--- src/rtl/alu_cmd_driver_if.sv ---
// Command/response handshake bundle for alu_cmd_driver.
// master: front end issuing commands; slave: the driver.
//   cmd_*: valid/ready command channel (op, a, b, cin, tag)
//   rsp_*: valid/ready response channel (data, carry, tag, err)
interface alu_cmd_driver_if #(
    parameter int WIDTH = 16,
    parameter int TAG_W = 4
);
    logic             cmd_valid;
    logic             cmd_ready;
    logic [2:0]       cmd_op;
    logic [WIDTH-1:0] cmd_a;
    logic [WIDTH-1:0] cmd_b;
    logic             cmd_cin;
    logic [TAG_W-1:0] cmd_tag;
    logic             rsp_valid;
    logic             rsp_ready;
    logic [WIDTH-1:0] rsp_data;
    logic             rsp_carry;
    logic [TAG_W-1:0] rsp_tag;
    logic             rsp_err;

    modport master (
        output cmd_valid, cmd_op, cmd_a, cmd_b,
        output cmd_cin, cmd_tag, rsp_ready,
        input  cmd_ready, rsp_valid, rsp_data,
        input  rsp_carry, rsp_tag, rsp_err
    );

    modport slave (
        input  cmd_valid, cmd_op, cmd_a, cmd_b,
        input  cmd_cin, cmd_tag, rsp_ready,
        output cmd_ready, rsp_valid, rsp_data,
        output rsp_carry, rsp_tag, rsp_err
    );
endinterface

--- src/rtl/alu_cmd_driver.sv ---
// Clocked initiator for the one-hot-select asynchronous ALU.
// Ports: clk, rst_n (async low); bus (slave: cmd/rsp handshakes);
//   alu_a/alu_b/alu_cin/alu_s1/alu_s2 drive the ALU;
//   alu_result/alu_carry are captured after SETTLE_CYCLES clocks;
//   err_cnt counts illegal opcodes, saturating at 0xFF.
module alu_cmd_driver #(
    parameter int WIDTH         = 16,
    parameter int SETTLE_CYCLES = 2,
    parameter int TAG_W         = 4
) (
    input  logic             clk,
    input  logic             rst_n,
    alu_cmd_driver_if.slave  bus,
    output logic [WIDTH-1:0] alu_a,
    output logic [WIDTH-1:0] alu_b,
    output logic             alu_cin,
    output logic [2:0]       alu_s1,
    output logic [2:0]       alu_s2,
    input  logic [WIDTH-1:0] alu_result,
    input  logic             alu_carry,
    output logic [7:0]       err_cnt
);
    localparam int CNT_W =
        (SETTLE_CYCLES > 1) ? $clog2(SETTLE_CYCLES) : 1;
    // Loaded with S-1 so the capture lands on edge N+S.
    localparam logic [CNT_W-1:0] CNT_LOAD =
        CNT_W'(SETTLE_CYCLES - 1);

    typedef enum logic [1:0] {
        IDLE   = 2'd0,
        SETTLE = 2'd1,
        RESP   = 2'd2
    } state_t;

    state_t           state;
    state_t           state_nxt;
    logic [CNT_W-1:0] cnt;
    logic [TAG_W-1:0] tag_q;
    logic             is_add;
    logic             accept;
    logic             hs;
    logic             legal;
    logic             op_add;
    logic [2:0]       s1_dec;
    logic [2:0]       s2_dec;

    assign bus.cmd_ready = (state == IDLE);
    assign accept = bus.cmd_valid && bus.cmd_ready;
    assign hs     = bus.rsp_valid && bus.rsp_ready;
    assign op_add = (bus.cmd_op == 3'd1);

    always_comb begin
        s1_dec = 3'b000;
        s2_dec = 3'b000;
        legal  = 1'b1;
        unique case (bus.cmd_op)
            3'd0: s1_dec = 3'b001;
            3'd1: s1_dec = 3'b010;
            3'd2: begin
                s1_dec = 3'b100;
                s2_dec = 3'b001;
            end
            3'd3: begin
                s1_dec = 3'b100;
                s2_dec = 3'b010;
            end
            3'd4: begin
                s1_dec = 3'b100;
                s2_dec = 3'b100;
            end
            default: legal = 1'b0;
        endcase
    end

    always_comb begin
        state_nxt = state;
        unique case (state)
            IDLE: begin
                if (accept)
                    state_nxt = legal ? SETTLE : RESP;
            end
            SETTLE: begin
                if (cnt == '0)
                    state_nxt = RESP;
            end
            RESP: begin
                if (hs)
                    state_nxt = IDLE;
            end
            default: state_nxt = IDLE;
        endcase
    end

    always_ff @(posedge clk or negedge rst_n) begin
        if (!rst_n)
            state <= IDLE;
        else
            state <= state_nxt;
    end

    always_ff @(posedge clk or negedge rst_n) begin
        if (!rst_n) begin
            alu_a         <= '0;
            alu_b         <= '0;
            alu_cin       <= 1'b0;
            alu_s1        <= 3'b000;
            alu_s2        <= 3'b000;
            cnt           <= '0;
            tag_q         <= '0;
            is_add        <= 1'b0;
            bus.rsp_valid <= 1'b0;
            bus.rsp_data  <= '0;
            bus.rsp_carry <= 1'b0;
            bus.rsp_tag   <= '0;
            bus.rsp_err   <= 1'b0;
            err_cnt       <= 8'h00;
        end else begin
            if (accept && legal) begin
                alu_a   <= bus.cmd_a;
                alu_b   <= bus.cmd_b;
                alu_cin <= op_add & bus.cmd_cin;
                alu_s1  <= s1_dec;
                alu_s2  <= s2_dec;
                is_add  <= op_add;
                tag_q   <= bus.cmd_tag;
                cnt     <= CNT_LOAD;
            end
            // Illegal ops answer at once and leave the ALU alone.
            if (accept && !legal) begin
                bus.rsp_valid <= 1'b1;
                bus.rsp_err   <= 1'b1;
                bus.rsp_data  <= '0;
                bus.rsp_carry <= 1'b0;
                bus.rsp_tag   <= bus.cmd_tag;
                if (err_cnt != 8'hFF)
                    err_cnt <= err_cnt + 8'd1;
            end
            if (state == SETTLE) begin
                if (cnt == '0) begin
                    bus.rsp_valid <= 1'b1;
                    bus.rsp_err   <= 1'b0;
                    bus.rsp_data  <= alu_result;
                    bus.rsp_carry <= is_add & alu_carry;
                    bus.rsp_tag   <= tag_q;
                    alu_s1        <= 3'b000;
                    alu_s2        <= 3'b000;
                end else begin
                    cnt <= cnt - 1'b1;
                end
            end
            if (hs) begin
                bus.rsp_valid <= 1'b0;
                bus.rsp_err   <= 1'b0;
            end
        end
    end
endmodule

--- src/flat_wrapper.sv ---
// flat-port wrapper written by rule: the top's interface ports become plain ports
module alu_cmd_driver_flat 
#(
    parameter int WIDTH         = 16,
    parameter int SETTLE_CYCLES = 2,
    parameter int TAG_W         = 4
)
  (clk, rst_n, alu_a, alu_b, alu_cin, alu_s1, alu_s2, alu_result, alu_carry, err_cnt, bus_cmd_valid, bus_cmd_op, bus_cmd_a, bus_cmd_b, bus_cmd_cin, bus_cmd_tag, bus_rsp_ready, bus_cmd_ready, bus_rsp_valid, bus_rsp_data, bus_rsp_carry, bus_rsp_tag, bus_rsp_err);
  alu_cmd_driver_if #(.WIDTH(WIDTH), .TAG_W(TAG_W)) bus_i ();
  input  logic clk;
  input  logic rst_n;
  output logic [WIDTH-1:0] alu_a;
  output logic [WIDTH-1:0] alu_b;
  output logic alu_cin;
  output logic [2:0] alu_s1;
  output logic [2:0] alu_s2;
  input  logic [WIDTH-1:0] alu_result;
  input  logic alu_carry;
  output logic [7:0] err_cnt;
  input wire logic [$bits(bus_i.cmd_valid)-1:0] bus_cmd_valid;
  input wire logic [$bits(bus_i.cmd_op)-1:0] bus_cmd_op;
  input wire logic [$bits(bus_i.cmd_a)-1:0] bus_cmd_a;
  input wire logic [$bits(bus_i.cmd_b)-1:0] bus_cmd_b;
  input wire logic [$bits(bus_i.cmd_cin)-1:0] bus_cmd_cin;
  input wire logic [$bits(bus_i.cmd_tag)-1:0] bus_cmd_tag;
  input wire logic [$bits(bus_i.rsp_ready)-1:0] bus_rsp_ready;
  output wire logic [$bits(bus_i.cmd_ready)-1:0] bus_cmd_ready;
  output wire logic [$bits(bus_i.rsp_valid)-1:0] bus_rsp_valid;
  output wire logic [$bits(bus_i.rsp_data)-1:0] bus_rsp_data;
  output wire logic [$bits(bus_i.rsp_carry)-1:0] bus_rsp_carry;
  output wire logic [$bits(bus_i.rsp_tag)-1:0] bus_rsp_tag;
  output wire logic [$bits(bus_i.rsp_err)-1:0] bus_rsp_err;
  assign bus_i.cmd_valid = bus_cmd_valid;
  assign bus_i.cmd_op = bus_cmd_op;
  assign bus_i.cmd_a = bus_cmd_a;
  assign bus_i.cmd_b = bus_cmd_b;
  assign bus_i.cmd_cin = bus_cmd_cin;
  assign bus_i.cmd_tag = bus_cmd_tag;
  assign bus_i.rsp_ready = bus_rsp_ready;
  assign bus_cmd_ready = bus_i.cmd_ready;
  assign bus_rsp_valid = bus_i.rsp_valid;
  assign bus_rsp_data = bus_i.rsp_data;
  assign bus_rsp_carry = bus_i.rsp_carry;
  assign bus_rsp_tag = bus_i.rsp_tag;
  assign bus_rsp_err = bus_i.rsp_err;
  alu_cmd_driver #(.WIDTH(WIDTH), .SETTLE_CYCLES(SETTLE_CYCLES), .TAG_W(TAG_W)) u_core (.clk(clk), .rst_n(rst_n), .bus(bus_i), .alu_a(alu_a), .alu_b(alu_b), .alu_cin(alu_cin), .alu_s1(alu_s1), .alu_s2(alu_s2), .alu_result(alu_result), .alu_carry(alu_carry), .err_cnt(err_cnt));
endmodule
--- config.mk ---
export PLATFORM = sky130hd
export DESIGN_NAME = alu_cmd_driver_flat
export DESIGN_NICKNAME = d
export VERILOG_FILES = /design/src/rtl/alu_cmd_driver_if.sv /design/src/rtl/alu_cmd_driver.sv /design/src/flat_wrapper.sv
export SDC_FILE = /design/constraint.sdc
export NUM_CORES = 1
export LEC_CHECK = 0
export BUFFER_PORTS_ARGS = -buffer_cell sky130_fd_sc_hd__buf_2
export CAP_MARGIN = 20
export CORE_MARGIN = 8
export CORE_UTILIZATION = 50
export CTS_BUF_LIST = sky130_fd_sc_hd__clkbuf_2 sky130_fd_sc_hd__clkbuf_4 sky130_fd_sc_hd__clkbuf_8
export CTS_CLUSTER_DIAMETER = 150
export DETAILED_ROUTE_END_ITERATION = 10
export PLACE_DENSITY = 0.82
export SYNTH_ARGS = -nofsm -noshare
export SYNTH_HDL_FRONTEND = slang
export SYNTH_SLANG_ARGS = --single-unit
export TNS_END_PERCENT = 5
--- constraint.sdc ---
create_clock -name clk -period 2.35 [get_ports clk]
set_input_delay 0.235 -clock clk [delete_from_list [all_inputs] [get_ports clk]]
set_output_delay 0.235 -clock clk [all_outputs]
set_load 0.05 [all_outputs]
==> results.txt, run 1 <==
The initial utilization of the core area, before any placement, comes to 51.6%. The dominant combinational cell family by area after synthesis is multiplexers. The synthesized netlist devotes 5.77% of its cell area to compound gates. The diode insertion count for antenna repair is 0.

The number of placed I/O pins is 132. The minimum clock period after layout came out at 1830 ps. STA classifies the critical path endpoint as a flop.

In this run, synthesis inferred 0 flip-flops with an integrated enable. The number of vias per cell is 5.15. The synthesized netlist devotes 0.382% of its cell area to adder and majority cells. The clock network latency to the later pin of the worst-skew pair came out at 330 ps.

The data arrival time of the critical path is 2040 ps. The count of endpoints failing hold in the final timing report is 0. By count the netlist is led by sky130_fd_sc_hd__dfrtp_1, sky130_fd_sc_hd__nand2_1, sky130_fd_sc_hd__mux2_4, sky130_fd_sc_hd__nand3_1, sky130_fd_sc_hd__nor2_1. The total global routing overflow is 0. The final net count came out at 463. Input and output buffers added on the ports amount to 131.

After legalization and detailed placement, the total HPWL measured 6150 microns. Post-CTS repair changed the size of 0 cells. Measured along the x axis, the die boundary spans 96.9 microns.

In this run the remaining antenna-violating nets after routing total 0. The async set-or-reset flop fraction in the synthesized netlist came out at 100%. The final worst hold slack came out at 93.4 ps. The maximum number of pins on one net before global-route repair came out at 45. Max-cap violations in this run came to 0.

The simple-gate share of the synthesized area is 12.9%. The run finished with clean final reports. The cell sitting at the root of the clock tree is a sky130_fd_sc_hd__clkbuf_8. The number of buffers created by CTS came out at 9. In the synthesized netlist the dominant register cell turns out to be sky130_fd_sc_hd__dfrtp_1.

The portion of netlist area occupied by mux cells is 17.4%. The pre-antenna-repair detailed-routing pass consisted of 4 iterations. The clock drives 78 sinks.

The final clock period utilization by the worst path is 77.9%. For this run, the register share of the synthesized area comes to 59.6%. After synthesis, the cell types taking the most area are sky130_fd_sc_hd__dfrtp_1, sky130_fd_sc_hd__mux2_4, sky130_fd_sc_hd__nand2_1. In this run the worst hold path is classified as primary input to flop. The final wirelength came out at 8060 microns. The number of instances in the synthesized netlist came out at 264. The area of the core is 6350 sq um. The kind of critical path is flop to flop.

The data required time at the worst endpoint came out at 2560 ps. After synthesis the netlist holds a flip-flop and latch count of 78. The worst setup path is launched from a flop. The overall via count from detail_route came out at 2482. The clock transition at the registers of the reported paths came out at 80 ps. The post-layout instance area came out at 4230 sq um. The worst setup slack after layout is 518 ps.

The routed length per placed instance is 16.7 microns. The count of unresolved DRC violations after routing came out at 0. For this design the ratio of total power to cell area is 1760 nW/um^2.

Routability-driven placement finished with a final weighted congestion of 0.779. The post-placement worst setup slack is 536 ps. The design draws 7.47 mW. The number of max-slew violations in the final report is 0. The number of buffers added to fix hold violations after cts is 1. At the pin with the least slew margin, the transition time is 531 ps. For the final database, setup skew stands at 10.3 ps.

The standby leakage power is 2.33 nW. The highest achievable clock rate came out at 0.546 GHz. The depth of the CTS H-tree is 3. The clock tree from TritonCTS is done. The initial antenna violation count is 0. Setup repair after global routing left no endpoint under its margin.

The buffer levels on the longest clock path came out at 2. The worst vdd rail ir drop is 0.00131 V. The via count of the first global-routing pass was 2610. The die footprint came out at 9390 sq um. The average instance area after synthesis is 12.4 sq um. The number of nets handed over by synthesis was 326.

The count of buffers added by post-CTS timing repair for setup is 0. The chip height came out at 96.9 microns. The count of distinct cell types in the synthesized netlist came out at 33. The cell area after synthesis came out at 3270 sq um.

The fraction of synthesized cell area taken by the top area cell type is 59.6%. The most frequently used cell type in the post-synthesis netlist is sky130_fd_sc_hd__dfrtp_1. The ratio of cells with drive above 1 in the final layout came out at 47.7%. The global-route usage over all layers is 17.1%. The total negative slack for setup checks is 0 ps. The yosys synthesis warning count is 0.

The normalized max-slew margin came out at 64.0%. The count of endpoints failing setup in the final report is 0. In this run the worst path has a maximum fanout of 5. Compared with the post-synthesis result, the final layout area differs by 29.2%. The area share of xor/xnor cells in the synthesized design came out at 1.07%. The number of DRC markers in iteration 0 came out at 110.

sky130_fd_sc_hd__dfrtp_1 takes more of the synthesized area than any other cell. The global-route wire length before repair came out at 13200 microns. The initialized floorplan defines 29 standard-cell rows. The placement-stage cell area is 4010 sq um.
[cell usage in the layout (no fill, tap or decap), types with 3 or more instances in the layout]
master	count
sky130_fd_sc_hd__buf_2	130
sky130_fd_sc_hd__inv_1	5
sky130_fd_sc_hd__nor3_1	6
sky130_fd_sc_hd__mux2_4	35
sky130_fd_sc_hd__nor2_1	16
sky130_fd_sc_hd__nand2_1	43
sky130_fd_sc_hd__dfrtp_1	78
sky130_fd_sc_hd__buf_4	6
sky130_fd_sc_hd__a21oi_1	14
sky130_fd_sc_hd__clkbuf_8	12
sky130_fd_sc_hd__nand3_1	21
sky130_fd_sc_hd__mux2_2	3
sky130_fd_sc_hd__o21ai_0	5
[final cells by class]
| cell class | instances | area (sq um) |
|---|---|---|
| clock buffers | 12 | 165 |
| flip-flops and latches | 78 | 1950 |
| clock inverters | 3 | 42.5 |
| repair buffers | 138 | 726 |
| multi-input cells | 169 | 1230 |
| well taps | 77 | 96.3 |
| inverters | 5 | 18.8 |
| fillers | 500 | 2120 |
[routing by layer]
layer  routed length [microns]  up-vias  part of all wire, %  track usage, %
li1                          -     1184                    -               -
met1                      3690     1199                   46            21.9
met2                      3800       94                   47            26.6
met3                       528        5                  6.5            5.55
met4                        46        0                 0.57            5.68
met5                         0        -                    0               0
[path summary, 6_finish.rpt]
kind	start	endpoint	slack [ps]	cells past startpoint
hold reg to reg	u_core.alu_cin	u_core.alu_cin	470	2
setup reg to reg	u_core.err_cnt[0]	u_core.err_cnt[1]	520	4
max in group asynchronous	rst_n	u_core.bus.rsp_tag[3]	1350	3
hold / removal	alu_result[1]	u_core.bus.rsp_data[1]	90	3
min in group asynchronous	rst_n	u_core.alu_a[3]	410	2
setup / recovery	u_core.err_cnt[0]	u_core.err_cnt[1]	520	4
[kinds of logic (layout without fill, tap and decap cells)]
group                    count (synthesis)  count (layout)
AND/OR/NAND/NOR                         96              96
adder cells (fa/ha/maj)                  1               1
flip-flops                              78              78
multiplexers                            39              39
AO/OA/AOI/OAI                           29              29
buffers and inverters                   17             158
XOR/XNOR                                 4               4
[metrics by stage]
step / instances / utilization (%)
after floorplan: 264 / -
after global placement: 466 / 63.2
after detailed placement: 466 / 63.2
after CTS: 482 / 66.6
after global routing: 482 / 66.6
final: 482 / 66.6
[report_power, final]
part	leakage [nW]	switching (mW)	internal, mW
Clock	0.104	0.452	0.571
Combinational	1.26	2.90	1.17
Sequential	0.961	0.389	1.98
[flip-flops by register name, summed over array words and instances (netlist names)]
signal	flops
u_core.alu_a	16
u_core.alu_b	16
u_core.bus.rsp_data	16
u_core.err_cnt	8
u_core.bus.rsp_tag	4
u_core.tag_q	4
u_core.alu_s1	3
u_core.alu_s2	3
u_core.state	2
u_core.alu_cin	1
u_core.bus.rsp_carry	1
u_core.bus.rsp_err	1
u_core.bus.rsp_valid	1
u_core.cnt	1
u_core.is_add	1
[critical path, stage by stage, from the launching register on]
cell                       delay, ps
sky130_fd_sc_hd__dfrtp_1         420
sky130_fd_sc_hd__ha_1            240
sky130_fd_sc_hd__nand3_1         160
sky130_fd_sc_hd__o311ai_1        500
sky130_fd_sc_hd__mux2_2          390
No activity file was read; power rests on OpenSTA's default activity.
==> inputs of run 2 (changes only) <==
CORE_UTILIZATION = 45   (was 50)
PLACE_DENSITY = 0.78   (was 0.82)
clock period = 1.5 ns   (was 2.35 ns; I/O delays follow)
==> results.txt, run 2 (synthesis results as in run 1) <==
The number of filler instances in the final layout is 561 (+12%). TritonCTS built the clock tree. The number of DRC markers in iteration 0 came out at 98 (-11%). The depth of the CTS H-tree was 3 (unchanged). The total negative slack for setup checks is -2720 ps (-2720 ps).

The final clock period utilization by the worst path is 107% (+29 points). The endpoint identified for the worst register-to-register timing path is u_core.alu_b[12]. The area of the core came out at 7140 sq um (+12%). Setup repair after global routing could not meet its margin everywhere. The global-route usage over all layers is 18.3% (+1.2 points).

The count of endpoints failing hold in the final timing report came out at 0 (unchanged). The normalized max-slew margin came out at 76.8% (+13 points). The final net count was 495 (+6.9%). The number of max-cap violations is 0 (unchanged).

The number of max-slew violations in the final report was 0 (unchanged). The effective utilization at floorplan is 45.9% (-5.7 points). The standby leakage power came out at 2.52 nW (+8.5%). The part of the power in registers is 30.2% (-1.6 points).

The horizontal die dimension came out at 101 microns (+4.5%). The slack of the worst reg-to-reg path came to -110 ps (-620 ps). The area used by multi-input combinational logic came out at 1330 sq um (+7.7%). The initial antenna violation count came out at 0 (unchanged). STA classifies the critical path startpoint as a flop. The final wirelength came out at 9020 microns (+12%). The net switching power came out at 6.10 mW (+63%). The count of unresolved DRC violations after routing came out at 0 (unchanged). The register cell area after layout came to 1960 sq um (+0.38%). The routed length per placed instance came to 16.8 microns (+0.45%).

The number of vias per cell is 4.87 (-5.5%). The site row count was 31 (+6.9%). The most critical setup path has its endpoint at u_core.alu_b[12]. The switching share of power is 49.3% (-0.83 points). The worst setup path is of the flop to flop kind. The setup skew after layout came to 13.2 ps (+2.91 ps). The count of endpoints failing setup in the final report came out at 36 (+36). The commonest non-fill, non-tap cell in the layout is sky130_fd_sc_hd__buf_2. The sink count of the clock tree came out at 78 (unchanged). The buffer levels on the longest clock path came out at 2 (unchanged).

In this run the worst setup path begins at u_core.state[0]. The via count of the first global-routing pass came out at 2814 (+7.8%). The overall via count from detail_route came out at 2613 (+5.3%). The worst register-to-register path begins at u_core.state[0]. The worst vdd rail ir drop is 0.00116 V (-11%). The total internal power is 6.27 mW (+68%). The library cells used most frequently in the layout, excluding fill and tap cells, are sky130_fd_sc_hd__buf_2, sky130_fd_sc_hd__dfrtp_1, sky130_fd_sc_hd__nand2_1, sky130_fd_sc_hd__mux2_4, sky130_fd_sc_hd__nand3_1. The largest registers in the layout are u_core.alu_a x16, u_core.alu_b x16, u_core.bus.rsp_data x16.

The total global routing overflow is 0 (unchanged). The first-pass iteration count of the detailed router is 4 (unchanged). The relative contribution of combinational cells to total power came out at 55.6% (+1.1 points). The top fanout value on the critical path came to 19 (+14). The class of the tightest hold or removal check is primary input to flop. The ratio of total power to cell area came to 2620 nW/um^2 (+48%).

The worst setup slack after layout came out at -105 ps (-624 ps). The detailed placer's ending HPWL came out at 6580 microns (+7.1%). The placement-stage cell area was 4280 sq um (+6.6%). STA classifies the critical path endpoint as a flop. The number of placed I/O pins is 132 (unchanged). The chip height is 101 microns (+4.5%). The data required time at the worst endpoint is 1720 ps (-840 ps).

The remaining antenna violation count was 0 (unchanged). The number of placed instances with taps included came out at 503 (+7.9%). The placer's final routability congestion estimate is 0.861 (+11%). The final non-filler cell total is 537 (+11%).

The die footprint came to 10300 sq um (+9.2%). The ratio of cells with drive above 1 in the final layout came out at 51.8% (+4.2 points). The final reports fail on setup timing. The worst hold path begins at bus_rsp_ready. The clock network latency to the later pin of the worst-skew pair is 340 ps (about the same). The cell sitting at the root of the clock tree is a sky130_fd_sc_hd__clkbuf_8. The diode insertion count for antenna repair came out at 0 (unchanged). The number of buffer cells added on primary ports is 131 (unchanged). The data arrival time of the critical path came out at 1830 ps (-210 ps). The clock transition at the registers of the reported paths is 70 ps (about the same). The measured slew at the worst slew-check pin came to 347 ps (-184 ps). The maximum number of pins on one net before global-route repair is 46 (+2.2%).

The clock power share was 14.2% (+0.5 points). The highest achievable clock rate came out at 0.623 GHz (+14%). The global-route wire length before repair came out at 14700 microns (+11%).

The number of buffers created by CTS came out at 9 (unchanged). The post-layout instance area came out at 4730 sq um (+12%). The depth of the worst register-to-register path came out at 4 (unchanged).

The post-layout total power is 12.4 mW (+66%). The minimum clock period after layout is 1610 ps (-226 ps). The run finished, with violations left. The layout overhead on the synthesized area is 44.3%. The post-placement worst setup slack came out at -112 ps (-649 ps).
## run 2: cell types whose count changed in the layout (fill, tap and decap cells not counted), moves of 2 or more
| cell | change |
|---|---|
| sky130_fd_sc_hd__nand3_1 | -2 |
| sky130_fd_sc_hd__dfrtp_1 | -6 |
| sky130_fd_sc_hd__dfrtp_2 | +6 |
| sky130_fd_sc_hd__clkbuf_8 | -2 |
| sky130_fd_sc_hd__buf_12 | +5 |
| sky130_fd_sc_hd__clkinv_4 | +2 |
| sky130_fd_sc_hd__dlygate4sd3_1 | +16 |
| sky130_fd_sc_hd__nor3_2 | +2 |
| sky130_fd_sc_hd__nor3_1 | -2 |
| sky130_fd_sc_hd__buf_4 | +12 |
## run 2: metrics by stage
stage / utilization (%) / hold slack (ps)
after detailed placement: 60.0 / -42.5
after global routing: 66.2 / 10.7
after CTS: 65.6 / 4.89
after floorplan: - / -146
after global placement: 60.0 / -43.3
final: 66.2 / 25.5
## run 2: area by class of cell
class,instances,share of cell area (%)
clock buffers,11,3.07
multi-input cells,169,28.0
repair buffers,170,22.7
inverters,5,0.397
flip-flops and latches,78,41.5
well taps,99,2.62
clock inverters,5,1.75
## run 2: timing repair
| action | 4_1_cts | 5_1_grt |
|---|---|---|
| hold buffers | 16 | 1 |
| endpoints found under the setup margin | 37 | 46 |
| hold endpoints to repair | 93 | 1 |
| resized for setup | 2 | 7 |
| pin swaps | 1 | 2 |
| setup buffers | 0 | 1 |
## run 2: routing by layer
metal  global-route usage [%]  up-vias  routed length [microns]
met5                        0        -                        0
met4                     4.35        0                       47
met3                     7.90        4                      854
met2                     29.0      100                     4240
met1                     22.4     1265                     3880
li1                         -     1244                        -
## run 2: power groups by stage
stage	clock, mW	combinational (mW)	sequential (mW)
3_5_place_dp	0	6.84	3.76
6_report	1.75	6.88	3.74
4_1_cts	1.80	6.91	3.73
3_3_place_gp	0	6.69	3.73
2_1_floorplan	0	1.88	6.90
5_1_grt	1.90	7.25	3.88
## run 2: critical path, stage by stage (launching register included)
cell,delay (ps)
sky130_fd_sc_hd__dfrtp_1,370
sky130_fd_sc_hd__or3b_1,390
sky130_fd_sc_hd__o21bai_4,230
sky130_fd_sc_hd__buf_12,190
sky130_fd_sc_hd__mux2_4,310
## run 2: worst min path at each step
stage                           end  slack [ps]  cells past startpoint
2_1_floorplan       u_core.alu_a[0]        -150                      0
3_3_place_gp       u_core.alu_b[13]         -40                      1
3_5_place_dp       u_core.alu_b[13]         -40                      1
4_1_cts        u_core.bus.rsp_valid           5                      2
5_1_grt             u_core.alu_a[1]          10                      2
6_report       u_core.bus.rsp_valid          30                      2
==> inputs of run 3 (changes only) <==
CORE_UTILIZATION = 30   (was 45)
PLACE_DENSITY = not set   (was 0.78)
PLACE_DENSITY_LB_ADDON = 0.2   (was not set)
==> results.txt, run 3 (synthesis results as in run 1) <==
The count of unresolved DRC violations after routing is 0 (unchanged). The top fanout value on the critical path came out at 25 (+6). The clock network latency to the later pin of the worst-skew pair is 350 ps (about the same). The routed length per placed instance is 16.0 microns (-4.9%). The instance count on the critical path came out at 4 (unchanged).

The count of endpoints failing setup in the final report is 36 (unchanged). The ratio of total power to cell area is 2560 nW/um^2 (-2.1%). The final wirelength is 9360 microns (+3.7%). The number of max-cap violations came out at 0 (unchanged). In the layout the commonest cells are sky130_fd_sc_hd__buf_2, sky130_fd_sc_hd__dfrtp_1, sky130_fd_sc_hd__nand2_1, sky130_fd_sc_hd__mux2_4, sky130_fd_sc_hd__dlygate4sd3_1. CTS placed an instance of sky130_fd_sc_hd__clkbuf_8 at the clock tree root. The detailed placer's ending HPWL is 6840 microns (+3.9%). The data arrival time of the critical path was 1830 ps (about the same). The worst vdd rail ir drop came out at 0.00125 V (+8.4%). The category of the worst setup path capture point is a flop. Compared with the post-synthesis result, the final layout area differs by 47.0%. The count of endpoints failing hold in the final timing report is 0 (unchanged). The measured slew at the worst slew-check pin came out at 344 ps (-2.83 ps).

The ratio of cells with drive above 1 in the final layout is 50.2% (-1.6 points). The number of DRC markers in iteration 0 is 104 (+6.1%). The number of buffer cells added on primary ports is 131 (unchanged). The normalized max-slew margin came out at 76.8% (about the same). The remaining antenna violation count was 0 (unchanged).

The global-route usage over all layers came to 13.2% (-5.1 points). The endpoint identified for the worst register-to-register timing path is u_core.alu_b[1]. The depth of the CTS H-tree is 3 (unchanged). The post-layout total power came to 12.3 mW (-0.28%). The sink count of the clock tree came out at 78 (unchanged). The effective utilization at floorplan came out at 30.5% (-15 points). The count of buffers added by post-CTS timing repair for setup came to 0 (unchanged). The kind of cell with the highest combined delay along the critical path is simple AND/OR/NAND/NOR gates.

The flow ran to the end, but the final reports show violations. The number of placed I/O pins came out at 132 (unchanged). The total global routing overflow came out at 0 (unchanged). The worst register-to-register path begins at u_core.state[0]. Setup repair after global routing could not meet its margin everywhere. The site row count is 38 (+23%). The slack of the worst reg-to-reg path came out at -90 ps (about the same). The standby leakage power came out at 2.54 nW (+0.69%). The checks that failed: setup timing.

The min-delay analysis places its worst path in the category primary input to flop. The signal on the critical path passes through or3b_1, o21bai_4, buf_12, mux2_4. The chip height is 120 microns (+19%). The slowest library cell on the worst path is sky130_fd_sc_hd__or3b_1. The global-route wire length before repair came to 15000 microns (+1.8%). The via count of the first global-routing pass is 2836 (+0.78%). The launching element type of the critical path is a flop. The maximum number of pins on one net before global-route repair is 41 (-11%).

The clock tree from TritonCTS is done. The minimum clock period after layout was 1590 ps (-14.5 ps). Leaving out fill and tap cells, the most frequent cell in the layout is sky130_fd_sc_hd__buf_2. The placer's final routability congestion estimate came out at 0.774 (-10%).

The number of vias per cell is 4.48 (-7.9%). The final net count is 504 (+1.8%). The buffer levels on the longest clock path is 2 (unchanged). The number of max-slew violations in the final report came out at 0 (unchanged).

The setup path with the least slack is of type flop to flop. The worst hold path terminates at u_core.alu_b[10]. The utilization after layout was 44.8% (-21 points). The area of the core was 10700 sq um (+51%). The initial antenna violation count is 0 (unchanged). The depth of the worst register-to-register path is 4 (unchanged). The die footprint is 14500 sq um (+41%). The final clock period utilization by the worst path came out at 106% (-0.96 points).

In the final layout, the registers with the most flip-flops are u_core.alu_a x16, u_core.alu_b x16, u_core.bus.rsp_data x16. The first-pass iteration count of the detailed router is 4 (unchanged). The worst hold path stage count came to 2 (unchanged). The worst setup slack after layout is -90.7 ps (+14.5 ps). The horizontal die dimension is 120 microns (+19%). The overall via count from detail_route came out at 2626 (+0.50%). The diode insertion count for antenna repair came out at 0 (unchanged). The clock transition at the registers of the reported paths came to 80 ps (about the same).

The highest achievable clock rate came out at 0.629 GHz (+0.91%). The peak per-stage delay on the critical path is 390 ps (about the same). The setup skew after layout is 4.30 ps (-8.90 ps). In this run the most critical hold path is launched from bus_cmd_b[10]. The worst path buffer plus inverter count came to 1 (unchanged).

The number of buffers created by CTS came out at 9 (unchanged). The data required time at the worst endpoint came out at 1740 ps (+20 ps).
run 3: layout make-up:
| type | instances | area [sq um] |
|---|---|---|
| Fill cell | 1053 | 5930 |
| Sequential cell | 78 | 1960 |
| Multi-Input combinational cell | 169 | 1310 |
| Timing Repair Buffer | 179 | 1130 |
| Tap cell | 140 | 175 |
| Clock buffer | 11 | 151 |
| Clock inverter | 4 | 70.1 |
| Inverter | 5 | 18.8 |
run 3: per-stage QoR:
step / std cells / setup TNS [ps] / cell area (sq um) / setup slack (ps) / hold slack (ps)
after floorplan: 264 / -6900 / 3340 / -182 / -146
after global placement: 545 / -2420 / 4290 / -74.0 / 31.4
after detailed placement: 545 / -2580 / 4290 / -83.7 / 33.8
after CTS: 586 / -3100 / 4780 / -98.5 / 0.166
after global routing: 586 / -4450 / 4810 / -134 / 6.95
final: 586 / -2800 / 4810 / -90.7 / 25.8
run 3: layer usage:
metal	vias to the layer above	part of all wire (%)	GRT usage, %
met3	16	7.8	4.24
met4	0	2.1	6.48
met2	99	43	19.5
met1	1254	47	17.1
met5	-	0	0
li1	1257	-	-
run 3: worst max-delay path by stage:
stage / start / to
6_report: u_core.state[0] / u_core.alu_b[1]
5_1_grt: u_core.state[0] / u_core.alu_a[1]
4_1_cts: u_core.state[0] / u_core.alu_a[11]
3_5_place_dp: u_core.state[0] / u_core.alu_b[10]
3_3_place_gp: u_core.state[0] / u_core.alu_b[13]
2_1_floorplan: u_core.state[0] / u_core.alu_a[10]
run 3: report_power, final:
group | internal (mW) | total (mW) | switching, mW
clock network | 1.01 | 1.78 | 0.763
registers | 3.12 | 3.71 | 0.595
logic | 2.15 | 6.85 | 4.70
run 3: timing repair:
| action | in CTS | in global routing |
|---|---|---|
| hold buffers | 26 | 0 |
| endpoints found under the setup margin | 38 | 47 |
| pin swaps | 0 | 3 |
| gates resized for setup | 2 | 9 |
| hold endpoints to repair | 104 | 0 |
